--- src/rtl/password_enroll.sv ---
// ---------------------------------------------------------------------------
// PasswordEnroll (module password_enroll)
//
// Purpose:
//   Writer side of the switch-entered 4-digit lock. After a start pulse the
//   user keys in four digits, then the same four digits again. When both
//   passes agree, the code is committed to o_code_out, which feeds the
//   checker's reference code. A bad key event, a mismatch or an idle timeout
//   ends the attempt in ERROR.
//
// Ports:
//   i_clk           system clock, rising edge
//   i_rst_a_n       asynchronous active-low reset
//   i_start         one-cycle pulse, begins or restarts enrollment
//   i_digit_pulse   one-hot digit pulses, bit i = digit i pressed
//   o_code_out      committed code, 4 BCD nibbles, first digit in [3:0]
//   o_code_valid    one-cycle pulse when o_code_out takes a new value
//   o_disp_state    0 idle, 1 error, 2 done, 3 in process
//   o_digit_count   digits accepted in the current pass, 0..4
//   o_busy          high while either entry pass is in progress
// ---------------------------------------------------------------------------
module password_enroll #(
  parameter logic [15:0] DEFAULT_CODE   = 16'h6102,
  parameter int          TIMEOUT_CYCLES = 50_000_000,
  parameter int          TW             = 26
) (
  input  logic        i_clk,
  input  logic        i_rst_a_n,
  input  logic        i_start,
  input  logic [9:0]  i_digit_pulse,
  output logic [15:0] o_code_out,
  output logic        o_code_valid,
  output logic [1:0]  o_disp_state,
  output logic [2:0]  o_digit_count,
  output logic        o_busy
);

  typedef enum logic [2:0] {
    IDLE   = 3'd0,
    ENTER1 = 3'd1,
    ENTER2 = 3'd2,
    DONE   = 3'd3,
    ERROR  = 3'd4
  } state_t;

  localparam logic [TW-1:0] TIMER_LAST = TW'(TIMEOUT_CYCLES - 1);

  state_t        r_state,     w_stateNext;
  logic [15:0]   r_shadow,    w_shadowNext;
  logic [2:0]    r_count,     w_countNext;
  logic [TW-1:0] r_timer,     w_timerNext;
  logic          r_mismatch,  w_mismatchNext;
  logic [15:0]   r_code,      w_codeNext;
  logic          r_codeValid, w_codeValidNext;
  logic [1:0]    r_disp,      w_dispNext;
  logic          r_busy,      w_busyNext;

  logic          w_anyPulse;
  logic          w_oneHot;
  logic          w_invalid;
  logic [3:0]    w_digit;
  logic [3:0]    w_shadowNibble;

  // Classify the digit pulses: a single set bit is a real key press, any
  // multi-bit pattern (two switches bouncing together) is an invalid event.
  always_comb begin
    w_anyPulse = (i_digit_pulse != 10'd0);
    w_oneHot   = w_anyPulse && ((i_digit_pulse & (i_digit_pulse - 10'd1)) == 10'd0);
    w_invalid  = w_anyPulse && !w_oneHot;
    w_digit    = 4'd0;
    for (int i = 0; i < 10; i++) begin
      if (i_digit_pulse[i]) begin
        w_digit = 4'(i);
      end
    end
  end

  // The nibble of the first pass that lines up with the digit being entered.
  assign w_shadowNibble = r_shadow[{r_count[1:0], 2'b00} +: 4];

  // Next-state logic. Within the entry passes start has top priority, then
  // an invalid event, then a valid digit, and only a cycle with no pulse at
  // all can time out. Mismatches in the second pass are accumulated so the
  // verdict is only given after the fourth digit.
  always_comb begin
    w_stateNext     = r_state;
    w_shadowNext    = r_shadow;
    w_countNext     = r_count;
    w_timerNext     = r_timer;
    w_mismatchNext  = r_mismatch;
    w_codeNext      = r_code;
    w_codeValidNext = 1'b0;

    case (r_state)
      IDLE: begin
        if (i_start) begin
          w_stateNext    = ENTER1;
          w_shadowNext   = 16'd0;
          w_countNext    = 3'd0;
          w_timerNext    = '0;
          w_mismatchNext = 1'b0;
        end
      end

      ENTER1, ENTER2: begin
        if (i_start) begin
          w_stateNext    = ENTER1;
          w_shadowNext   = 16'd0;
          w_countNext    = 3'd0;
          w_timerNext    = '0;
          w_mismatchNext = 1'b0;
        end else if (w_invalid) begin
          w_stateNext = ERROR;
          w_countNext = 3'd0;
        end else if (w_oneHot) begin
          w_timerNext = '0;
          if (r_state == ENTER1) begin
            w_shadowNext[{r_count[1:0], 2'b00} +: 4] = w_digit;
            if (r_count == 3'd3) begin
              w_stateNext    = ENTER2;
              w_countNext    = 3'd0;
              w_mismatchNext = 1'b0;
            end else begin
              w_countNext = r_count + 3'd1;
            end
          end else begin
            if (r_count == 3'd3) begin
              w_countNext = 3'd0;
              if (!r_mismatch && (w_digit == w_shadowNibble)) begin
                w_stateNext     = DONE;
                w_codeNext      = r_shadow;
                w_codeValidNext = 1'b1;
              end else begin
                w_stateNext = ERROR;
              end
            end else begin
              w_countNext    = r_count + 3'd1;
              w_mismatchNext = r_mismatch | (w_digit != w_shadowNibble);
            end
          end
        end else if (r_timer == TIMER_LAST) begin
          w_stateNext = ERROR;
          w_countNext = 3'd0;
        end else begin
          w_timerNext = r_timer + 1'b1;
        end
      end

      DONE, ERROR: begin
        if (i_start) begin
          w_stateNext    = ENTER1;
          w_shadowNext   = 16'd0;
          w_countNext    = 3'd0;
          w_timerNext    = '0;
          w_mismatchNext = 1'b0;
        end else if (w_anyPulse) begin
          w_stateNext = IDLE;
        end
      end

      default: begin
        w_stateNext = IDLE;
        w_countNext = 3'd0;
      end
    endcase
  end

  // Display and busy flags are decoded from the next state so the registered
  // outputs show the state being entered on the same edge.
  always_comb begin
    w_dispNext = 2'd0;
    w_busyNext = 1'b0;
    case (w_stateNext)
      ERROR:          w_dispNext = 2'd1;
      DONE:           w_dispNext = 2'd2;
      ENTER1, ENTER2: begin
        w_dispNext = 2'd3;
        w_busyNext = 1'b1;
      end
      default:        w_dispNext = 2'd0;
    endcase
  end

  // State and output registers.
  always_ff @(posedge i_clk or negedge i_rst_a_n) begin
    if (!i_rst_a_n) begin
      r_state     <= IDLE;
      r_shadow    <= 16'd0;
      r_count     <= 3'd0;
      r_timer     <= '0;
      r_mismatch  <= 1'b0;
      r_code      <= DEFAULT_CODE;
      r_codeValid <= 1'b0;
      r_disp      <= 2'd0;
      r_busy      <= 1'b0;
    end else begin
      r_state     <= w_stateNext;
      r_shadow    <= w_shadowNext;
      r_count     <= w_countNext;
      r_timer     <= w_timerNext;
      r_mismatch  <= w_mismatchNext;
      r_code      <= w_codeNext;
      r_codeValid <= w_codeValidNext;
      r_disp      <= w_dispNext;
      r_busy      <= w_busyNext;
    end
  end

  assign o_code_out    = r_code;
  assign o_code_valid  = r_codeValid;
  assign o_disp_state  = r_disp;
  assign o_digit_count = r_count;
  assign o_busy        = r_busy;

endmodule

--- config.mk ---
export PLATFORM = sky130hd
export DESIGN_NAME = password_enroll
export DESIGN_NICKNAME = d
export VERILOG_FILES = /design/src/rtl/password_enroll.sv
export SDC_FILE = /design/constraint.sdc
export NUM_CORES = 1
export LEC_CHECK = 0
export CORE_UTILIZATION = 58
export CTS_CLUSTER_SIZE = 14
export DETAILED_ROUTE_END_ITERATION = 6
export PLACE_DENSITY = 0.8
export SLEW_MARGIN = 0
export SYNTH_ARGS = -nofsm -noshare
export SYNTH_HDL_FRONTEND = slang
export SYNTH_SLANG_ARGS = --single-unit
--- constraint.sdc ---
create_clock -name i_clk -period 6.6 [get_ports i_clk]
set_clock_uncertainty 0.15 [all_clocks]
set_input_delay 1.32 -clock i_clk [delete_from_list [all_inputs] [get_ports i_clk]]
set_output_delay 1.32 -clock i_clk [all_outputs]
set_load 0.01 [all_outputs]
==> flow_summary.ini <==
[status]
outcome = finished with violations
failed_checks = design-rule violations

[placed_design]
dp_hpwl_um = 6270
io_buffers = 35
post_dp_cell_area_sq_um = 4310
dpl_worst_slack_ps = 1420
place_congestion = 0.863

[route]
wl_per_cell_um = 17.8
num_vias = 3315
viasPerCell = 6.44
drc = 2
dr.pass1.iters = 7
final_antenna_net_count = 0
drtIter0Drc = 274
drt_wl_total_um = 9190

[yosys]
syn_avg_cell_area_sq_um = 9.85
synth_cell_types = 56
async_flop_share = 1.00
synth-seq-area-share = 0.443
synthFlopType = dfrtp_1
yosysWarnings = 0
synthCells = 397
synth_edf_count = 0
synth-seq-cells = 69
syn_nets = 415
netlist_area_sq_um = 3910

[critical_path]
cp_slowest_cell = nor3_4
timing.rr.start = o_digit_count[0]
required_ps = 6690
end_kind = flop
r2r_cells = 6
crit_fanout = 17
rr_endpoint = o_code_out[9]
start_kind = primary input
slowest_delay_ps = 840
cp.arrival_ps = 4930
crit_chain = clkdlybuf4s50_1 -> nor2_1 -> nand2_1 -> nor4_1 -> o21ai_1 -> nor3_4 -> mux2_2
rrSetupSlack_ps = 2860
path_class = primary input to flop

[floorplanning]
num_io_pins = 36
die_y_um = 84.1
die_area_sq_um = 7070
core_sq_um = 6420
fp.dieW_um = 84.1
initial_core_util = 0.609
fp-row-count = 29

[global_routing]
grt_pass1_wl_um = 15500
antenna_found_initial = 0
track_usage = 0.279
grt_pass1_vias = 3193
grt_max_degree = 70
grt_overflow_total = 0

[timing]
hold_violations = 0
tightest_slew_ps = 1000
slew_violations = 0
fin_crit_sh = 0.734
hold_slack_ps = 340
post-route-min-period_ps = 4850
finalSetupTns_ps = 0
setup_ws_ps = 1750
grt_setup_unrepaired = no
setup_violations = 0
fmax_mhz = 206
relSlewSlack = 0.328

[layout]
n_fill_cell = 475
fin_nets = 451
drive_above_1_share = 0.160
fin_area_sq_um = 4550
syn2layout_area_growth_pct = 16.3
num_antenna_cells = 0

[clock_tree]
cts_tree = done
insertion_delay_ps = 360
cts_max_level = 3
post-cts-setup-buffer-count = 0
numCtsBuffers = 9
cts_resized = 0
clk_pin_slew_ps = 70
ctsRootBufferMaster = clkbuf_8
cts_hold_buf = 0
clock_path_buffers = 2
numClockSinks = 69

[power]
power_density_nw_per_um2 = 259
ir_worst_vdd_mv = 0.204
power_mw = 1.18
p_leak_nw = 1.96

[hold_path]
hold_path_class = flop to flop
worstHoldEndpoint = r_timer[6]
hold_path_startpoint = r_timer[6]
whs_path_depth = 1

[run]
drv_cap = 0
==> registers in the layout, summed over array words and instances (netlist names) <==
name,cells
o_busy,1
r_mismatch,1
o_code_out,16
r_shadow,16
r_state,3
o_disp_state,2
o_code_valid,1
o_digit_count,3
r_timer,26
==> cells in the mapped netlist, drive strengths merged, types with 7 or more instances <==
library cell	instances	share of area
nor2	48	0.046
a31oi	8	0.013
nand4	8	0.013
clkbuf	10	0.0096
and3	11	0.018
o31ai	9	0.019
o21ai	39	0.050
nor3	15	0.027
nand2	33	0.032
nor4	7	0.015
mux2	33	0.10
nand3	10	0.013
dfrtp	65	0.42
a21oi	21	0.027
inv	9	0.0086
==> final cells by class <==
cell class | instances | area (sq um) | area share
multi-input combinational | 305 | 2070 | 0.456
timing repair buffer | 39 | 375 | 0.0826
inverter | 9 | 33.8 | 0.00743
clock inverter | 5 | 82.6 | 0.0182
tap | 77 | 96.3 | 0.0212
clock buffer | 11 | 151 | 0.0333
sequential | 69 | 1730 | 0.381
==> per-stage QoR <==
stage,util,std cells
after global placement,0.671,499
after floorplan,-,397
after detailed placement,0.671,499
after CTS,0.708,515
final,0.708,515
after global routing,0.708,515
==> critical path: cells and delay by family <==
family          cells  cell delay [ps]
simple gates        4             2370
buf+inv             1              470
mux                 1              420
compound gates      1              340
==> layer usage <==
metal / vias up / track usage / wire length, um / part of all wire
met5: - / 0 / 0 / 0
met3: 17 / 0.0465 / 435 / 0.047
met1: 1660 / 0.390 / 4140 / 0.45
met2: 102 / 0.432 / 4420 / 0.48
li1: 1536 / - / - / -
met4: 0 / 0.122 / 188 / 0.020
==> where the power goes <==
part	switching, mW	internal (mW)	total, mW	leakage, nW
logic	0.170	0.121	0.291	0.902
clock network	0.172	0.234	0.406	0.120
registers	0.0281	0.454	0.482	0.934
total	0.370	0.809	1.18	1.96
==> layout by cell type, fill, tap and decap left out, drive strengths merged, types with 3 or more instances in the layout <==
master / instances
buf: 5
o31ai: 9
o21ai: 39
nand2: 33
mux2: 33
clkinv: 3
or2: 3
nand2b: 4
dfrtp: 65
dfstp: 4
clkbuf: 11
a31oi: 8
nor3b: 3
nor3: 15
nor4: 7
ha: 5
nor2: 48
mux4: 4
nand4: 8
inv: 9
and2: 5
nor4b: 4
a21oi: 21
or3: 3
clkdlybuf4s50: 34
nand3: 10
o21a: 3
and3: 11
xnor2: 5
==> worst max path at each step <==
stage	start	endpoint	slack [ps]	cells past startpoint
5_1_grt	i_digit_pulse[9]	o_code_out[9]	1540	7
4_1_cts	i_digit_pulse[8]	o_code_out[9]	1790	7
6_report	i_digit_pulse[9]	o_code_out[9]	1750	7
3_3_place_gp	i_digit_pulse[8]	o_code_out[12]	1600	7
2_1_floorplan	i_digit_pulse[2]	o_code_out[0]	2860	9
3_5_place_dp	i_digit_pulse[8]	o_code_out[9]	1420	7
==> cells by family (layout without fill, tap and decap cells) <==
group                      Yosys count  in the layout  synth area share
AOI/OAI and AO/OA                   95             95             0.149
xor gates and xnor gates             7              7            0.0157
adders and majority gates            5              5            0.0160
buffers and inverters               23             64            0.0288
DFF                                 69             69             0.443
muxes                               39             39             0.135
and+or+nand+nor                    159            159             0.212
Power figures use the tool's default switching activity.
